### config.mk
export PLATFORM = sky130hd
export DESIGN_NAME = exec_unit_flat
export DESIGN_NICKNAME = d
export VERILOG_FILES = /design/src/rtl/exec_if.sv /design/src/rtl/exec_unit.sv /design/src/flat_wrapper.sv
export SDC_FILE = /design/constraint.sdc
export NUM_CORES = 1
export LEC_CHECK = 0
export CORE_MARGIN = 3
export CORE_UTILIZATION = 40
export CTS_CLUSTER_SIZE = 20
export DETAILED_ROUTE_END_ITERATION = 10
export DONT_BUFFER_PORTS = 1
export SLEW_MARGIN = 25
export SYNTH_ARGS = -nofsm -noshare
export SYNTH_HDL_FRONTEND = slang
export SYNTH_SLANG_ARGS = --single-unit
### constraint.sdc
create_clock -name clk -period 0.9 [get_ports clk]
set_input_delay 0.18 -clock clk [delete_from_list [all_inputs] [get_ports clk]]
set_output_delay 0.18 -clock clk [all_outputs]
set_load 0.01 [all_outputs]
### src/rtl/exec_if.sv
// Issue/writeback bundle between the issuer, the execute stage and the register file write port.
interface exec_if #(
  parameter int W = 8,
  parameter int D = 4
);
  logic         start;
  logic [2:0]   op;
  logic [D-1:0] dst;
  logic [W-1:0] a_in;
  logic [W-1:0] b_in;
  logic         ready;
  logic         write_en;
  logic [D-1:0] w_addr;
  logic [W-1:0] data_out;
  logic         carry;

  modport master (
    output start, op, dst, a_in, b_in,
    input  ready, write_en, w_addr, data_out, carry
  );

  modport slave (
    input  start, op, dst, a_in, b_in,
    output ready, write_en, w_addr, data_out, carry
  );
endinterface

### src/rtl/exec_unit.sv
// Execute stage of the 8-bit core: single-cycle ALU with registered writeback.
// Define EXEC_MUL_EN to build opcode 111 as an 8-cycle shift-add multiplier; otherwise it is MOV.
module exec_unit #(
  parameter int W = 8,
  parameter int D = 4
) (
  input  logic   clk,
  input  logic   reset,
  exec_if.slave  bus
);

  localparam logic [2:0] OP_ADD = 3'b000;
  localparam logic [2:0] OP_SUB = 3'b001;
  localparam logic [2:0] OP_AND = 3'b010;
  localparam logic [2:0] OP_OR  = 3'b011;
  localparam logic [2:0] OP_XOR = 3'b100;
  localparam logic [2:0] OP_SHL = 3'b101;
  localparam logic [2:0] OP_SHR = 3'b110;
  localparam logic [2:0] OP_MUL = 3'b111;

  logic         write_en_q;
  logic [D-1:0] w_addr_q;
  logic [W-1:0] data_q;
  logic         carry_q;
  logic         ready;
  logic         accept;
  logic [W-1:0] alu_res;
  logic         alu_c;

  assign accept       = bus.start && ready;
  assign bus.ready    = ready;
  assign bus.write_en = write_en_q;
  assign bus.w_addr   = w_addr_q;
  assign bus.data_out = data_q;
  assign bus.carry    = carry_q;

  always_comb begin
    alu_res = '0;
    alu_c   = 1'b0;
    case (bus.op)
      OP_ADD:  {alu_c, alu_res} = {1'b0, bus.a_in} + {1'b0, bus.b_in};
      OP_SUB: begin
        alu_res = bus.a_in - bus.b_in;
        alu_c   = (bus.a_in < bus.b_in);
      end
      OP_AND:  alu_res = bus.a_in & bus.b_in;
      OP_OR:   alu_res = bus.a_in | bus.b_in;
      OP_XOR:  alu_res = bus.a_in ^ bus.b_in;
      OP_SHL:  alu_res = bus.a_in << bus.b_in[2:0];
      OP_SHR:  alu_res = bus.a_in >> bus.b_in[2:0];
      default: alu_res = bus.b_in;  // MOV when the multiplier is not built
    endcase
  end

`ifdef EXEC_MUL_EN
  typedef enum logic [0:0] {S_IDLE, S_MUL} state_t;

  state_t         state_q;
  logic           ready_q;
  logic [2*W-1:0] mcand_q;
  logic [W-1:0]   mplier_q;
  logic [2*W-1:0] acc_q;
  logic [2:0]     cnt_q;
  logic [D-1:0]   mdst_q;
  logic [2*W-1:0] acc_d;

  assign ready = ready_q;
  assign acc_d = acc_q + (mplier_q[0] ? mcand_q : '0);

  always_ff @(posedge clk or posedge reset) begin
    if (reset) begin
      state_q    <= S_IDLE;
      ready_q    <= 1'b1;
      write_en_q <= 1'b0;
      w_addr_q   <= '0;
      data_q     <= '0;
      carry_q    <= 1'b0;
      mcand_q    <= '0;
      mplier_q   <= '0;
      acc_q      <= '0;
      cnt_q      <= '0;
      mdst_q     <= '0;
    end else begin
      write_en_q <= 1'b0;
      case (state_q)
        S_IDLE: begin
          if (accept) begin
            if (bus.op == OP_MUL) begin
              mcand_q  <= {{W{1'b0}}, bus.a_in};
              mplier_q <= bus.b_in;
              mdst_q   <= bus.dst;
              acc_q    <= '0;
              cnt_q    <= '0;
              ready_q  <= 1'b0;
              state_q  <= S_MUL;
            end else begin
              write_en_q <= 1'b1;
              w_addr_q   <= bus.dst;
              data_q     <= alu_res;
              carry_q    <= alu_c;
            end
          end
        end
        S_MUL: begin
          acc_q    <= acc_d;
          mcand_q  <= mcand_q << 1;
          mplier_q <= mplier_q >> 1;
          cnt_q    <= cnt_q + 3'd1;
          // Last multiplier bit: write back and reopen issue in the same edge
          if (cnt_q == 3'd7) begin
            write_en_q <= 1'b1;
            w_addr_q   <= mdst_q;
            data_q     <= acc_d[W-1:0];
            carry_q    <= |acc_d[2*W-1:W];
            ready_q    <= 1'b1;
            state_q    <= S_IDLE;
          end
        end
        default: begin
          ready_q <= 1'b1;
          state_q <= S_IDLE;
        end
      endcase
    end
  end
`else
  assign ready = 1'b1;

  always_ff @(posedge clk or posedge reset) begin
    if (reset) begin
      write_en_q <= 1'b0;
      w_addr_q   <= '0;
      data_q     <= '0;
      carry_q    <= 1'b0;
    end else begin
      write_en_q <= accept;
      if (accept) begin
        w_addr_q <= bus.dst;
        data_q   <= alu_res;
        carry_q  <= alu_c;
      end
    end
  end
`endif

endmodule

### src/flat_wrapper.sv
// flat-port wrapper written by rule: the top's interface ports become plain ports
module exec_unit_flat 
#(
  parameter int W = 8,
  parameter int D = 4
)
  (clk, reset, bus_start, bus_op, bus_dst, bus_a_in, bus_b_in, bus_ready, bus_write_en, bus_w_addr, bus_data_out, bus_carry);
  exec_if #(.W(W), .D(D)) bus_i ();
  input  logic clk;
  input  logic reset;
  input wire logic [$bits(bus_i.start)-1:0] bus_start;
  input wire logic [$bits(bus_i.op)-1:0] bus_op;
  input wire logic [$bits(bus_i.dst)-1:0] bus_dst;
  input wire logic [$bits(bus_i.a_in)-1:0] bus_a_in;
  input wire logic [$bits(bus_i.b_in)-1:0] bus_b_in;
  output wire logic [$bits(bus_i.ready)-1:0] bus_ready;
  output wire logic [$bits(bus_i.write_en)-1:0] bus_write_en;
  output wire logic [$bits(bus_i.w_addr)-1:0] bus_w_addr;
  output wire logic [$bits(bus_i.data_out)-1:0] bus_data_out;
  output wire logic [$bits(bus_i.carry)-1:0] bus_carry;
  assign bus_i.start = bus_start;
  assign bus_i.op = bus_op;
  assign bus_i.dst = bus_dst;
  assign bus_i.a_in = bus_a_in;
  assign bus_i.b_in = bus_b_in;
  assign bus_ready = bus_i.ready;
  assign bus_write_en = bus_i.write_en;
  assign bus_w_addr = bus_i.w_addr;
  assign bus_data_out = bus_i.data_out;
  assign bus_carry = bus_i.carry;
  exec_unit #(.W(W), .D(D)) u_core (.clk(clk), .reset(reset), .bus(bus_i));
endmodule
Word-level counts from Yosys, hierarchy flattened. Index checks and enable logic that the tools add are counted.

Memory bits (read-only): 0. Memories kept: 0. Logic and storage cells: 21. Output and inout port bits: 15. Input bits: 26. Register bits after elaboration: 14. Bits in latches: 0. Memory bits (writable): 0.

Mux-type cells: 2. $add $sub $neg: 2. Order comparisons: 1. Bitwise operators: 3. Reduce and logical (&&, ||, !) cells: 1. Multiply operators: 0. Equal/unequal tests: 6. Shifts and indexed selects: 2. Div/mod/pow operators: 0.

Operator list (count): 8-bit one-hot mux with 7 select lines (1); 8-bit by 8-bit adder with 9-bit output (1); 3-bit equality test (second input constant) (3); 8-bit bitwise AND (1); 8-bit < comparator (1); 8-bit OR (1); 8-bit by 3-bit << shifter with 8-bit output (1); 8-bit by 3-bit right shift with 8-bit output (1); 8-bit subtractor (1); 8-bit bitwise XOR (1); 3-bit by 2-bit equality test with 1-bit output (second input constant) (2); 3-bit by 1-bit equality test with 1-bit output (second input constant) (1); 3-bit logical NOT (1); 1-bit one-hot mux with 2 select lines (1).

Longest topological paths before layout. Gate-level depths: netlist (run 1).

Word-level depth: 2. Depth in mapped cells: 9. Depth with buffers taken out: 9.

Worst setup path before layout (run 1). No wires, ideal clock.

Path type: input port to flip-flop. Start point: input port bus_b_in[1]. End point: register u_core.data_q[7] (netlist: u_core.bus.data_out[7]). Arrival time: 1.981 ns. Required time: 0.818 ns. Stages on the path: 9. Path slack: -1.163 ns. Cells stage by stage: buf_6 > buf_2 > inv_1 > ha_1 > o21ba_2 > nor4_1 > o311ai_0 > o211a_1 > a31oi_1.

Word-level cells in the longest chain between the ends: 2. Elaborated cells on any way between the ends: 5. Those cells by class: add/sub (2); shift (2); mux (1).

Ends and longest elaborated chain: start, declared (line flat_wrapper.sv:15) `input wire logic [$bits(bus_i.b_in)-1:0] bus_b_in;`; 8-bit subtractor, or another cell as far along (line exec_unit.sv:43) `alu_res = bus.a_in - bus.b_in;`; 8-bit one-hot mux with 7 select lines * (line exec_unit.sv:40) `case (bus.op)`; end signal, assigned (line exec_unit.sv:139) `data_q <= alu_res;`; end, declared (line exec_unit.sv:23) `logic [W-1:0] data_q;`.

Every way passes the cells marked *; elsewhere a longest branch is shown, timed or not. A chain may end at the register's enable or synchronous reset.

Final worst setup path (run 1).
Start point: input port bus_a_in[0]. End point: register u_core.data_q[1] (netlist: u_core.bus.data_out[1]).

Word-level cells in the longest chain between the ends: 2. Elaborated cells on any way between the ends: 5. Those cells by class: add/sub (2); shift (2); mux (1).

Ends and longest elaborated chain: start, declared (line flat_wrapper.sv:14) `input wire logic [$bits(bus_i.a_in)-1:0] bus_a_in;`; 8-bit subtractor, or another cell as far along (line exec_unit.sv:43); 8-bit one-hot mux with 7 select lines * (line exec_unit.sv:40).

Marked as above.

==> results of run 1 <==
==> through the flow <==
| step | worst slack [ns] | setup TNS, ns |
|---|---|---|
| after floorplan | -0.874 | -6.44 |
| after global placement | -1.10 | -7.86 |
| after detailed placement | -1.08 | -7.84 |
| after CTS | -0.559 | -4.38 |
| after global routing | -0.664 | -4.98 |
| final | -0.629 | -4.44 |
==> area by class of cell <==
type | instances | share of cell area [%]
inverter | 29 | 4.16
timing repair buffer | 77 | 17.4
sequential | 14 | 10.1
multi-input combinational | 239 | 64.0
tap | 75 | 2.72
clock buffer | 4 | 1.59
==> logic make-up after synthesis <==
kind of cell	Yosys count	synth area share [%]
other	1	0.150
muxes	25	14.8
AOI/OAI and AO/OA	85	23.6
buffers and inverters	51	10.0
adders and majority gates	28	14.6
DFF	14	14.0
xor gates and xnor gates	1	0.350
and+or+nand+nor	99	22.5
==> final timing paths <==
check                                          to              startpoint  cells past startpoint
max                        u_core.bus.data_out[1]             bus_a_in[0]                      8
min                        u_core.bus.data_out[0]               bus_start                      1
max reg2reg                u_core.bus.data_out[3]  u_core.bus.data_out[3]                      3
min reg2reg                  u_core.bus.w_addr[2]    u_core.bus.w_addr[2]                      1
max in group asynchronous        u_core.bus.carry                   reset                      3
min in group asynchronous  u_core.bus.data_out[2]                   reset                      3
==> metal layers <==
layer	part of all wire [%]	vias up	track usage, %
met3	8.6	18	3.20
li1	-	1247	-
met2	47	111	37.3
met1	42	1273	32.4
met5	0	-	0
met4	2.6	0	7.05
==> critical path, stage by stage <==
cell and delay, ns:
sky130_fd_sc_hd__inv_12 0.02, sky130_fd_sc_hd__ha_4 0.14, sky130_fd_sc_hd__inv_2 0.05, sky130_fd_sc_hd__fa_2 0.43, sky130_fd_sc_hd__a21oi_2 0.21, sky130_fd_sc_hd__a31oi_2 0.08, sky130_fd_sc_hd__a2111oi_4 0.40, sky130_fd_sc_hd__o22ai_1 0.13
==> where the power goes <==
part | total [mW] | switching (mW) | internal (mW)
Clock | 0.662 | 0.273 | 0.389
Combinational | 1.54 | 0.691 | 0.850
Sequential | 0.793 | 0.0848 | 0.709
==> what timing repair did <==
item | CTS | global route
pin swaps | 26 | 10
resized for setup | 44 | 10
endpoints found under the hold margin | 15 | 0
buffers inserted | 4 | 0
hold buffers | 2 | 0
endpoints found under the setup margin | 12 | 12
==> layout by cell type (no fill, tap or decap), types with 6 or more instances in the layout <==
cell	instances
sky130_fd_sc_hd__a31oi_1	6
sky130_fd_sc_hd__ha_1	18
sky130_fd_sc_hd__nor3_1	6
sky130_fd_sc_hd__mux4_2	7
sky130_fd_sc_hd__nor2_1	20
sky130_fd_sc_hd__or3_1	6
sky130_fd_sc_hd__o21ai_0	14
sky130_fd_sc_hd__dfrtp_1	14
sky130_fd_sc_hd__a21oi_1	9
sky130_fd_sc_hd__mux2i_1	7
sky130_fd_sc_hd__inv_1	18
sky130_fd_sc_hd__ha_4	7
sky130_fd_sc_hd__mux2_2	6
sky130_fd_sc_hd__nor2b_1	6
sky130_fd_sc_hd__nand2b_1	8
sky130_fd_sc_hd__buf_4	70
sky130_fd_sc_hd__nand2_1	13
==> sequential cells by signal, indices dropped and copies added (netlist names) <==
signal / cells
u_core.bus.carry: 1
u_core.bus.write_en: 1
u_core.bus.data_out: 8
u_core.bus.w_addr: 4
==> results.md, run 1 <==
* 0 ns — worst clock skew
* 350 um^2 — FF+latch area
* 529 — Filler Cell Count
* 57.7% — share of the core filled with cells
* 85.2 um — chip height
* 8480 um — final routed wirelength across all metal layers
* 654 MHz — max frequency
* 0 — Slew Limit Fails
* 438 — number of standard cells in the layout, taps in and fillers out
* 37.9% — area added between synthesis and finish
* flip-flop — critical path capture point type
* 0.808 ns — Slew @ Worst Pin
* 0.611 mV — VDD IR max
* sky130_fd_sc_hd__dfrtp_1, sky130_fd_sc_hd__ha_1, sky130_fd_sc_hd__mux4_2 — largest cells by area after synthesis
* 8.24 um^2 — Syn Area/Cell
* finished, violations left — result of the run
* 1 — maximum level of the CTS H-tree
* 418 — layout net count
* 0 — max capacitance violation total
* 867 nW/um^2 — areal power density over the cells
* 33 — largest net degree at the start of global routing
* 14.0% — share of the synthesized area in the top cell type
* 0 — antenna violations before repair
* 0.0261 ns — worst hold slack across all endpoints
* 23.3% — global router's overall resource usage
* 41 — Boundary Pins
* 3460 um^2 — post-layout instance area
* 5990 um^2 — Core Region
* 85.2 um — Die W
* 1.66 ns — data arrival at the endpoint of the critical path
* 42.1% — share of post-route cells with drive strength above 1
* 13400 um — wire length of the first global-routing pass
* 1.53 ns — time the final worst path needs with I/O delays and setup
* 358 — post-synth net total
* 0 — EDFF count, synth
* negative setup slack — violations in the final reports
* 170% — Final period util
* 3 — number of CTS-inserted buffers
* 0.01 ns — worst reg2reg setup slack
* sky130_fd_sc_hd__clkbuf_8 — CTS root buf
* 1.03 ns — required time at the worst-slack endpoint
* 44.7% — Max-Slew Margin vs Limit
* sky130_fd_sc_hd__dfrtp_1 — library cell occupying the most area in the post-synthesis netlist
* in -> reg — critical path type
* 2 — Longest Clk Path Bufs
* 3.00 mW — Design Power
* 7250 um^2 — Die ar.
* 100% — fraction of registers with async set or reset after synthesis
* 359 — initial detailed-routing violation count
* 6.05 — via count normalized by instance count
* primary input — element type at the critical path start
* 304 — synthesized netlist cell count
* 4 — router iterations before antenna repair
* 2649 — vias after detailed routing
* 6320 um — DP HPWL
* 14 — Yosys reg bits
* 0.07 ns — CTS clk-pin slew, worst paths
* 0 — hold violation total from the final report
* done — clock tree from TritonCTS
* 2548 — vias in the first global route
* 0 — post-detailed-route count of antenna-violating nets
* 3130 um^2 — post-detailed-placement cell area
* 0 — remaining routing DRC violations
* 2510 um^2 — Cell Area, Synth
* 12 — Setup violations, final
* -0.629 ns — post-route setup slack
* 74 — count of distinct cell types in the synthesized netlist
* 0 — Port Buf Inserts
* 1.43 nW — leakage power of the design
* 14 — TritonCTS sink count
* 41.8% — initial standard-cell utilization of the core
* 0 — Yosys Warn Count
* in -> reg — HP Class
* 0 — GRT Residual Overflow
* 0 — antenna diode count
* 2210 um^2 — multi-input logic area
* sky130_fd_sc_hd__ha_1, sky130_fd_sc_hd__inv_1, sky130_fd_sc_hd__nor2_1, sky130_fd_sc_hd__o21ai_0, sky130_fd_sc_hd__dfrtp_1 — commonest cells in the synthesized netlist
* 0.898 — last weighted congestion value of the routability-driven placer
* 5 — maximum fanout count along the critical path
* 14.0% — portion of the post-synthesis area used by sequential elements
* true — setup repair after global routing missed its margin
* 19.4 um — routed wirelength normalized by instance count
* 431 — Placed Cells
* sky130_fd_sc_hd__dfrtp_1 — flip-flop cell with the highest count after synthesis
* 0.25 ns — clk_lat worst skew
* 28 — num rows
(Power assumes the default switching activity.)
==> inputs of run 2 (changes only) <==
ABC_AREA = 0   (was default)
CTS_BUF_LIST = sky130_fd_sc_hd__clkbuf_4   (was default)
PLACE_DENSITY = 0.62   (was default)
==> run 2 against run 1 <==
  * The flow finishes with violations (negative hold slack, negative setup slack)
  * Highest routed layer unchanged
  * Sequential cell count stayed put
  * Worst setup slack better by 0.054 ns
  * Largest power group unchanged
  * Clock-buffer cell count is 1 lower
  * First-iteration DRC count is 41% lower
  * Critical path type unchanged
  * Die area stayed put
  * Routed wire length is 2.8% higher
  * Power is 5.8% lower
==> results.md, run 2 (synthesis results as in run 1) <==
* 1.83 mW — Internal Dissipation
* 14 — TritonCTS sink count
* u_core.bus.data_out[7] — r2r startpoint
* sky130_fd_sc_hd__buf_4, sky130_fd_sc_hd__nor2_1, sky130_fd_sc_hd__inv_1 — leading cell types in the layout, fill and taps excluded
* 44.6% — area added between synthesis and finish
* in -> reg — critical path type
* 19.2 um — routed wirelength normalized by instance count
* 0.932 — last weighted congestion value of the routability-driven placer
* 7250 um^2 — Die ar.
* 0.35 ns — CP max stage delay
* 33 — largest net degree at the start of global routing
* 2.82 mW — Design Power
* 1.51 nW — leakage power of the design
* clkinvlp_4, ha_4, o21ba_4, o211ai_1, a2111oi_1, or3_1, o21a_1 — worst path cell trace
* 65.5% — Max-Slew Margin vs Limit
* finished, violations left — result of the run
* -0.575 ns — post-route setup slack
* 0 — GRT Residual Overflow
* 0 — Port Buf Inserts
* primary input — element type at the critical path start
* 5.94 — via count normalized by instance count
* 1.64 ns — data arrival at the endpoint of the critical path
* 1.00 mW — Switch Pwr
* sky130_fd_sc_hd__buf_4 — commonest non-fill, non-tap cell in the layout
* 3 — number of CTS-inserted buffers
* 0 — antenna violations before repair
* 0.09 ns — CTS clk-pin slew, worst paths
* done — clock tree from TritonCTS
* 1.48 ns — time the final worst path needs with I/O delays and setup
* 28 — num rows
* 500 — Filler Cell Count
* 433 — layout net count
* negative hold slack, negative setup slack — violations in the final reports
* sky130_fd_sc_hd__clkbuf_4 — CTS root buf
* flip-flop — critical path capture point type
* bus_a_in[1] — CP startpoint
* 0.28 ns — clk_lat worst skew
* 0.517 ns — Slew @ Worst Pin
* 779 nW/um^2 — areal power density over the cells
* 8 — Largest register FFs
* 453 — number of standard cells in the layout, taps in and fillers out
* 1.07 ns — required time at the worst-slack endpoint
* 1 — hold violation total from the final report
* 41.8% — initial standard-cell utilization of the core
* 1 — maximum level of the CTS H-tree
* 0.856 mV — VDD IR max
* 85.2 um — Die W
* 0 ns — worst clock skew
* sky130_fd_sc_hd__or3_1 — worst-path cell with the longest stage delay
* 59.6% — logic gate share of total power
* bus_start — start point of the worst min-delay path
* 27.7% — part of the total power dissipated in sequential elements
* compound AO/OA/AOI/OAI gates — kind of cell with the highest combined delay on the critical path
* 2693 — vias after detailed routing
* 45.5% — share of post-route cells with drive strength above 1
* 5990 um^2 — Core Region
* 0 — antenna diode count
* 678 MHz — max frequency
* 23.4% — global router's overall resource usage
* 1 — Critical path buffers and inverters
* in -> reg — HP Class
* 41 — Boundary Pins
* 85.2 um — chip height
* 8720 um — final routed wirelength across all metal layers
* 433 — Placed Cells
* 0 — remaining routing DRC violations
* 12.7% — power share of the clock group
* 13700 um — wire length of the first global-routing pass
* 6150 um — DP HPWL
* 4 — router iterations before antenna repair
* -0.984 ns — pre-CTS worst setup slack
* true — setup repair after global routing missed its margin
* 164% — Final period util
* 35.4% — switching power share of the total
* 3620 um^2 — post-layout instance area
* 3150 um^2 — post-detailed-placement cell area
* 0 — max capacitance violation total
* 0 — Slew Limit Fails
* -0.00307 ns — worst hold slack across all endpoints
* 0 — post-detailed-route count of antenna-violating nets
* 2687 — vias in the first global route
* 13 — Setup violations, final
* 9 — maximum fanout count along the critical path
* 2 — Longest Clk Path Bufs
* 211 — initial detailed-routing violation count
[run 2: worst paths after layout]
kind	to	slack (ns)	cells after the start
max reg2reg	u_core.bus.data_out[7]	0.05	3
min reg2reg	u_core.bus.w_addr[3]	0.58	1
max	u_core.bus.data_out[3]	-0.58	7
max in group asynchronous	u_core.bus.data_out[4]	0.17	2
min in group asynchronous	u_core.bus.data_out[5]	0.38	2
min	u_core.bus.carry	-0.003	1
[run 2: power groups by stage]
stage	Sequential [mW]	Clock [mW]	Combinational [mW]
after floorplan	0.796	0	0.950
after global placement	0.789	0	1.32
after detailed placement	0.792	0	1.33
after CTS	0.784	0.358	1.61
after global routing	0.792	0.380	1.82
final	0.783	0.359	1.68
[run 2: worst register-to-register path, stage by stage (launching register included)]
cell,delay (ns)
sky130_fd_sc_hd__dfrtp_1,0.40
sky130_fd_sc_hd__buf_4,0.14
sky130_fd_sc_hd__o21ai_0,0.14
sky130_fd_sc_hd__a31oi_1,0.06
[run 2: layout make-up]
type                       instances  area (um^2)  area share, %
timing repair buffer              92          756           20.8
inverter                          29          171           4.73
multi-input combinational        239         2230           61.4
clock inverter                     1         3.75          0.104
clock buffer                       3         22.5          0.621
sequential                        14          350           9.67
tap                               75         93.8           2.59
[run 2: stage by stage]
stage | hold slack [ns] | TNS (ns) | util (%)
floorplan | 0.0692 | -6.44 | -
global placement | 0.121 | -7.06 | 52.5
detailed placement | 0.127 | -7.29 | 52.5
CTS | 0.00502 | -3.96 | 59.1
global route | 0.00805 | -4.77 | 60.5
finish | -0.00307 | -4.12 | 60.5
[run 2: routing by layer]
layer  vias to the layer above  global-route usage, %  wire (um)
met5                         -                      0          0
met4                         0                   5.47        221
met3                        26                   3.88        763
met2                       113                   39.9       4180
met1                      1274                   30.9       3560
li1                       1280                      -          -
[run 2: what timing repair did]
item	CTS	global route
pin swaps	31	15
endpoints found under the setup margin	13	14
hold buffers	2	1
hold endpoints to repair	15	1
setup buffers	13	0
gates resized for setup	61	16
